==> src/rtl/riscv_pkg.sv <==
// Shared definitions for the load/store unit: access-size codes, LSU state encoding
// and the alignment rule used by both the bus side and the core side.
package riscv_pkg;

    localparam int DATA_W = 32;

    // Size codes follow the RISC-V load/store funct3 field.
    localparam logic [2:0] LDST_B  = 3'b000;
    localparam logic [2:0] LDST_H  = 3'b001;
    localparam logic [2:0] LDST_W  = 3'b010;
    localparam logic [2:0] LDST_BU = 3'b100;
    localparam logic [2:0] LDST_HU = 3'b101;

    typedef enum logic [1:0] {
        IDLE = 2'd0,
        BUSY = 2'd1,
        DONE = 2'd2
    } lsu_state_t;

    function automatic logic is_misaligned(input logic [2:0] size, input logic [1:0] off);
        case (size)
            LDST_H, LDST_HU: return off[0];
            LDST_W:          return off != 2'b00;
            default:         return 1'b0;
        endcase
    endfunction

endpackage

==> src/rtl/lsu_load_align.sv <==
// Selects the addressed byte/halfword out of a bus read word and extends it to 32 bits.
// Purely combinational; unknown size codes pass the whole word through.
module lsu_load_align
    import riscv_pkg::*;
(
    input  logic [DATA_W-1:0] word_i,
    input  logic [1:0]        off_i,
    input  logic [2:0]        size_i,
    output logic [DATA_W-1:0] data_o
);

    logic [7:0]  lanes [4];
    logic [7:0]  byte_sel;
    logic [15:0] half_sel;

    for (genvar gi = 0; gi < 4; gi++) begin : g_lane
        assign lanes[gi] = word_i[8*gi +: 8];
    end

    assign byte_sel = lanes[off_i];
    assign half_sel = off_i[1] ? word_i[31:16] : word_i[15:0];

    always_comb begin
        data_o = word_i;
        case (size_i)
            LDST_B:  data_o = {{24{byte_sel[7]}}, byte_sel};
            LDST_BU: data_o = {24'h0, byte_sel};
            LDST_H:  data_o = {{16{half_sel[15]}}, half_sel};
            LDST_HU: data_o = {16'h0, half_sel};
            default: data_o = word_i;
        endcase
    end

endmodule

==> src/rtl/riscv_lsu.sv <==
// Load/store unit: issues one single-port bus access per core request, stalls the core
// until acknowledge or timeout, and returns aligned, extended load data.
module riscv_lsu
    import riscv_pkg::*;
#(
    parameter int TIMEOUT_CYCLES = 16
) (
    input  logic              clk_i,
    input  logic              rst_ni,
    input  logic              core_req_i,
    input  logic              core_we_i,
    input  logic [2:0]        core_size_i,
    input  logic [31:0]       core_addr_i,
    input  logic [31:0]       core_wd_i,
    output logic [31:0]       core_rd_o,
    output logic              core_stall_o,
    output logic              core_misalign_o,
    output logic              core_fault_o,
    output logic              mem_req_o,
    output logic              mem_we_o,
    output logic [3:0]        mem_be_o,
    output logic [31:0]       mem_addr_o,
    output logic [31:0]       mem_wd_o,
    input  logic              mem_ready_i,
    input  logic [31:0]       mem_rd_i
);

    localparam int TMO_W = (TIMEOUT_CYCLES > 1) ? $clog2(TIMEOUT_CYCLES + 1) : 1;

    lsu_state_t         state_q, state_d;
    logic [TMO_W-1:0]   tmo_q, tmo_d;
    logic [DATA_W-1:0]  rd_q, rd_d;
    logic [1:0]         off_q, off_d;
    logic [2:0]         size_q, size_d;
    logic               fault_q, fault_d;

    logic               misalign;
    logic               req_ok;
    logic               active;
    logic               tmo_hit;
    logic [3:0]         be_st;
    logic [3:0]         be;
    logic [31:0]        wd_rep;
    logic [31:0]        rd_ext;

    assign misalign = is_misaligned(core_size_i, core_addr_i[1:0]);
    assign req_ok   = core_req_i & ~misalign;
    assign active   = req_ok & (state_q != DONE);
    assign tmo_hit  = (TIMEOUT_CYCLES != 0) && (tmo_q == TMO_W'(TIMEOUT_CYCLES - 1));

    always_ff @(posedge clk_i or negedge rst_ni) begin
        if (!rst_ni) begin
            state_q <= IDLE;
            tmo_q   <= '0;
            rd_q    <= '0;
            off_q   <= 2'b00;
            size_q  <= LDST_W;
            fault_q <= 1'b0;
        end else begin
            state_q <= state_d;
            tmo_q   <= tmo_d;
            rd_q    <= rd_d;
            off_q   <= off_d;
            size_q  <= size_d;
            fault_q <= fault_d;
        end
    end

    always_comb begin
        state_d = state_q;
        tmo_d   = '0;
        rd_d    = rd_q;
        off_d   = off_q;
        size_d  = size_q;
        fault_d = 1'b0;
        case (state_q)
            IDLE: begin
                if (req_ok) begin
                    state_d = BUSY;
                end
            end
            BUSY: begin
                if (!req_ok) begin
                    // Core flushed the access (trap/redirect): abandon quietly.
                    state_d = IDLE;
                end else if (mem_ready_i) begin
                    state_d = DONE;
                    if (!core_we_i) begin
                        rd_d   = mem_rd_i;
                        off_d  = core_addr_i[1:0];
                        size_d = core_size_i;
                    end
                end else if (tmo_hit) begin
                    state_d = DONE;
                    fault_d = 1'b1;
                    rd_d    = '0;
                    off_d   = core_addr_i[1:0];
                    size_d  = core_size_i;
                end else if (TIMEOUT_CYCLES != 0) begin
                    tmo_d = tmo_q + 1'b1;
                end
            end
            DONE: begin
                state_d = IDLE;
            end
            default: begin
                state_d = IDLE;
            end
        endcase
    end

    always_comb begin
        be_st = 4'b0000;
        case (core_size_i)
            LDST_B:  be_st = 4'b0001 << core_addr_i[1:0];
            LDST_H:  be_st = 4'b0011 << {core_addr_i[1], 1'b0};
            LDST_W:  be_st = 4'b1111;
            default: be_st = 4'b0000;
        endcase
    end

    assign be = core_we_i ? be_st : 4'b1111;

    // Each byte lane carries the lane-matching slice, so the memory only needs the enables.
    for (genvar gi = 0; gi < 4; gi++) begin : g_wd_lane
        assign wd_rep[8*gi +: 8] = (core_size_i == LDST_B) ? core_wd_i[7:0] :
                                   (core_size_i == LDST_H) ? core_wd_i[8*(gi%2) +: 8] :
                                                             core_wd_i[8*gi +: 8];
    end

    lsu_load_align u_load_align (
        .word_i (rd_q),
        .off_i  (off_q),
        .size_i (size_q),
        .data_o (rd_ext)
    );

    // Outputs are gated by reset so the bus is released the instant rst_ni falls.
    assign mem_req_o       = rst_ni & active;
    assign mem_we_o        = rst_ni & active & core_we_i;
    assign core_stall_o    = rst_ni & active;
    assign core_misalign_o = rst_ni & core_req_i & misalign;
    assign core_fault_o    = fault_q;
    assign mem_be_o        = {4{rst_ni}} & be;
    assign mem_addr_o      = {32{rst_ni}} & {core_addr_i[31:2], 2'b00};
    assign mem_wd_o        = {32{rst_ni}} & wd_rep;
    assign core_rd_o       = {32{rst_ni}} & rd_ext;

endmodule

==> config.mk <==
export PLATFORM = sky130hd
export DESIGN_NAME = riscv_lsu
export DESIGN_NICKNAME = d
export VERILOG_FILES = /design/src/rtl/riscv_pkg.sv /design/src/rtl/lsu_load_align.sv /design/src/rtl/riscv_lsu.sv
export SDC_FILE = /design/constraint.sdc
export NUM_CORES = 1
export LEC_CHECK = 0
export ABC_AREA = 1
export CAP_MARGIN = 15
export CORE_MARGIN = 5
export CORE_UTILIZATION = 42
export CTS_CLUSTER_SIZE = 8
export DETAILED_ROUTE_END_ITERATION = 16
export GPL_TIMING_DRIVEN = 0
export PLACE_DENSITY_LB_ADDON = 0.1
export SLEW_MARGIN = 20
export SYNTH_ARGS = -nofsm -noshare
export SYNTH_HDL_FRONTEND = slang
export SYNTH_HIERARCHICAL = 1
export SYNTH_SLANG_ARGS = --single-unit
==> constraint.sdc <==
create_clock -name clk_i -period 1.8 [get_ports clk_i]
set_input_delay 0.45 -clock clk_i [delete_from_list [all_inputs] [get_ports clk_i]]
set_output_delay 0.45 -clock clk_i [all_outputs]
set_load 0.005 [all_outputs]
* Yosys cells after proc, flatten, opt, wreduce, memory -nomap -nowiden
Index checks and enable logic that the tools add are counted.
Word-level totals: logic and storage cells 77, register bits after elaboration 45, input bits 104, output and inout port bits 105
Operators by class: equal/unequal tests 12, shifts and indexed selects 2, reduce and logical (&&, ||, !) cells 8, order comparisons 1, bitwise operators 12, $add $sub $neg 1, multiplexer cells 35
Operator list (count):
- $pmux W32 S4 | 1
- $and A32 B32 Y32 | 3
- $mux W32 | 3
- $mux W8 | 7
- $mux W5 | 4
- $bmux W8 S2 | 1
- $mux W16 | 1
- $mux W2 | 7
- $pmux W4 S3 | 1
- $eq A3 B3 Y1 const B | 3
- $mux W3 | 3
- $and A1 B1 Y1 | 6
- $eq A3 B1 Y1 const B | 2
- $logic_not A3 Y1 | 2
- $ne A2 B2 Y1 const B | 3
- $add A5 B1 Y5 const B | 1
- $eq A5 B4 Y1 const B | 1
- $and A4 B4 Y4 | 1
- $mux W1 | 4
- $mux W4 | 1
- $ne A4 B4 Y1 const B | 1
- $pmux W2 S2 | 1
- $reduce_and A4 Y1 | 1
- $reduce_bool A2 Y1 | 2
- 11 further kinds | 11

* Depth between registers and ports, before layout
word-level depth 8, gate-level depth with buffers 9, mapped depth without buffers 8

* Cells and area by module
Netlist, hierarchy kept.
Modules (own cells, without submodules):
- riscv_lsu | times used 1, cells an instance 572, area each 3452.1 sq um, seq. area each 1127.3 sq um
- lsu_load_align | times used 1, cells an instance 169, area each 872.1 sq um, seq. area each 0.0 sq um

* Worst setup path before layout
OpenSTA, ideal clock, no wires.
path kind input to output, start point in core_size_i[2], end point out mem_be_o[1], arrival 1.217 ns, setup slack 0.133 ns, stages on the path 6, data required time 1.350 ns, cell sequence nor2_2 -> nand2_1 -> buf_2 -> nor3_1 -> nor2_1 -> a21oi_1
Between the ends: cells in the longest elaborated chain, start to end 4, elaborated cells between the ends (all ways) 6
RTL lines:
- start: declaration | line riscv_lsu.sv:12 | input logic [2:0] core_size_i,
- $eq A3 B2 Y1, or another cell as far along | line riscv_lsu.sv:114 | case (core_size_i)
- $pmux W4 S3 (*) | line riscv_lsu.sv:114
- $mux W4 (*) | line riscv_lsu.sv:122 | assign be = core_we_i ? be_st : 4'b1111;
- $and A4 B4 Y4 (*) | line riscv_lsu.sv:144 | assign mem_be_o = {4{rst_ni}} & be;
- end: declaration | line riscv_lsu.sv:21 | output logic [3:0] mem_be_o,
Every way passes the cells marked *; elsewhere a longest branch is shown, timed or not.

* Final worst setup path
start point reg off_q[1], end point out core_rd_o[29]
Between the ends: cells in the longest elaborated chain, start to end 6, elaborated cells between the ends (all ways) 7
RTL lines:
- start: declaration | line riscv_lsu.sv:33 | logic [1:0] off_q, off_d;
- start signal: assignment | line riscv_lsu.sv:56 | off_q <= 2'b00;
- start signal: assignment | line riscv_lsu.sv:63 | off_q <= off_d;
- $not A2 Y3 (implied by the code) | line lsu_load_align.sv:20 | assign byte_sel = lanes[off_i];
- $bmux W8 S2 | line lsu_load_align.sv:20
- $mux W8 (implied by the code) (2 in series) | line lsu_load_align.sv:20
- $pmux W32 S4 (*) | line lsu_load_align.sv:25 | case (size_i)
- net rd_ext[29] | line riscv_lsu.sv:44 | logic [31:0] rd_ext;
- $and A32 B32 Y32 (*) | line riscv_lsu.sv:147 | assign core_rd_o = {32{rst_ni}} & rd_ext;
- end: declaration | line riscv_lsu.sv:15 | output logic [31:0] core_rd_o,
Mark *: on every way through the listed nets, which the timed path passes. The rest lies on a longest branch. The select of a mux whose other input is x is not followed.

==> qor.csv <==
stage,metric,value,unit
sta,Min Hold Slack,0.122,ns
power,VDD IR-drop max,609,uV
synthesis,Post-Syn Area,0.00432,sq mm
route,# DRC,0,
sta,fin crit share,127,%
power,pwr dens,838,mW/mm^2
route,Detailed Route Iter0 Violations,588,
synthesis,post-synth top area cell,dfrtp_1,
synthesis,most frequent cells after synthesis,"nand2_1, inv_1, nand3_1, dfrtp_1, nor2_1",
worst_setup_path,Crit. End Element,output port,
route,detailed-route via count,6061,
floorplanning,core area,0.0102,sq mm
sta,clock skew,0.00998,ns
synthesis,"Seq/Total Area, Yosys",26.1,%
run,MaxCap Viol Count,0,
clock_tree,Sink Count,45,
worst_setup_path,"Data arrival, critical path",1.84,ns
floorplanning,Die X,111,um
clock_tree,Worst-Skew Late Latency,0.31,ns
synthesis,"top cells by area, synth","dfrtp_1, nand2_1, inv_1",
clock_tree,Clock transition at path regs,0.09,ns
route,final WL,21.0,mm
route,vias per cell,5.22,
power,Leakage,4.84,nW
route,Avg WL per Cell,18.1,um
worst_setup_path,kind of critical path,reg2out,
synthesis,Post-synth ARST share,100,%
synthesis,top-count cell post-synth,nand2_1,
floorplanning,die area,0.0124,sq mm
synthesis,Mapped Cells,741,
worst_setup_path,startpoint types,flip-flop,
worst_setup_path,Critical Path RT,1.35,ns
floorplanning,floorplan row count,37,
worst_setup_path,crit-path max FO,5,
sta,minimum clock period,2.29,ns
sta,Worst Slack Setup Final,-0.492,ns
status,failing checks,negative setup slack,
sta,Final Max Slew Viols,0,
clock_tree,CTS tree,built,
grt,GRT overflow,0,
route,drt pass-1 iters,6,
placed_design,gpl congestion,0.887,
placed_design,Port-buffer cells,205,
sta,Setup TNS,-17.42,ns
sta,Setup Viol. Count Final,63,
power,Final Power,0.00678,W
synthesis,post-synth top area share,25.5,%
placed_design,HPWL Detailed,12.2,mm
floorplanning,Initial Util,42.5,%
synthesis,Netlist cell types,32,
clock_tree,hold_buf cts,0,
cells_and_area,Area Growth Syn to Fin,87.0,%
clock_tree,CTS Buf Count,5,
grt,vias in the first global route,5934,
cells_and_area,share of layout cells above drive strength 1,35.6,%
grt,GRT Util Overall,28.7,%
sta,max_slew headroom,63.1,%
sta,final hold violation count,0,
synthesis,Syn Area/Cell,5.84,sq um
sta,Worst Max-Slew Pin Slew,0.553,ns
grt,pin count of the biggest net entering global routing,30,
route,Antenna Nets Post-Route,0,
synthesis,number of synthesized flops with an enable pin,0,
synthesis,top_reg_cell synth,dfrtp_1,
clock_tree,htree depth,2,
clock_tree,Root Driver,clkbuf_8,
cells_and_area,NumNets Final,1127,
placed_design,DP Worst Slack,-1.28,ns
synthesis,Syn. warnings,6,
status,status,"finished, violations left",
floorplanning,Die H,111,um
grt,global-route wire length before repair,29.7,mm
synthesis,Yosys reg bits,45,
clock_tree,Max Root-Sink Buffers,2,
hold_path,worst hold path class,in2async,
sta,fmax,436,MHz
floorplanning,I/O pin total,209,
sta,unrepaired setup endpoints after global routing,true,
grt,initial antenna violation count,2,
-- worst max-delay path, stage by stage, from the launching register on --
cell	delay [ns]
dfrtp_2	0.50
inv_4	0.09
nand2_4	0.07
nand3_2	0.06
nand2_2	0.10
nand2_4	0.08
buf_8	0.14
buf_6	0.13
buf_6	0.11
nand3_2	0.04
nand2_1	0.05
inv_1	0.05
buf_2	0.10
-- flip-flops by register name, indices dropped and copies added (netlist names) --
register / cells
state_q: 2
core_fault_o: 1
off_q: 2
size_q: 3
rd_q: 32
tmo_q: 5
-- area by class of cell --
type                    instances  area (sq um)
flip-flops and latches         45          1130
inverters                     177           739
diodes                          2          5.00
clock inverters                 3          21.3
multi-input cells             476          3020
clock buffers                   5          68.8
repair buffers                275          2540
plain buffers                  42           387
well taps                     136           170
fillers                       692          2100
-- kinds of logic (layout without fill, tap and decap cells) --
logic type      count (synthesis)  after routing  share of synthesized area (%)
simple gates                  387            387                           40.2
buf+inv                       221            502                           20.9
compound gates                 84             84                           12.0
flops                          45             45                           26.1
xor+xnor                        2              2                          0.405
fa+ha+maj                       1              1                          0.289
other cells                     1              4                         0.0867
-- metal layers --
layer  track usage, %  wire [um]  vias up
met4             11.8       1180        0
met5                0          0        -
met3             5.54       1600      104
li1                 -          -     2778
met2             51.4      10600      358
met1             33.5       7650     2821
-- final timing paths --
kind / endpoint / cells after the start / slack (ns) / from
hold reg to reg: state_q[0] / 1 / 0.49 / state_q[1]
setup / recovery: core_rd_o[29] / 12 / -0.49 / off_q[1]
min in group clk_i: size_q[1] / 3 / 0.38 / core_size_i[1]
setup reg to reg: rd_q[5] / 8 / 0.06 / tmo_q[0]
hold / removal: state_q[1] / 2 / 0.12 / rst_ni
max in group asynchronous: rd_q[20] / 3 / 1.25 / rst_ni
-- power by group --
part / leakage [nW] / switching, W / internal, W
sequential: 0.567 / 0.000404 / 0.00128
combinational: 4.23 / 0.00229 / 0.00216
clock: 0.0446 / 0.000379 / 0.000276
-- what timing repair did --
item / 4_1_cts / 5_1_grt
endpoints found under the setup margin: 102 / 94
resized for setup: 551 / 144
hold endpoints to repair: 0 / 0
pin swaps: 63 / 53
setup buffers: 56 / 11
gates cloned: 6 / 0
-- layout by cell type (no fill, tap or decap), drive strengths merged, types with 2 or more instances in the layout --
cell,instances
diode,2
inv,174
nor2,43
o21bai,37
clkinvlp,2
o211ai,2
o21ai,23
dlygate4sd2,46
clkinv,4
dfrtp,44
nand3,91
conb,2
or2,3
a21oi,21
clkdlybuf4s15,2
clkdlybuf4s50,85
nand2,239
clkbuf,22
nand4,2
buf,164
dlymetal6s2s,2
nor3,6
-- stage by stage --
step / utilization [%] / instances / cell area [sq um]
global placement: 64.3 / 1083 / 6550
finish: 79.4 / 1161 / 8090
CTS: 74.1 / 1153 / 7540
global route: 79.4 / 1161 / 8090
floorplan: - / 742 / 4330
detailed placement: 64.5 / 1084 / 6570
Power figures use the tool's default switching activity.
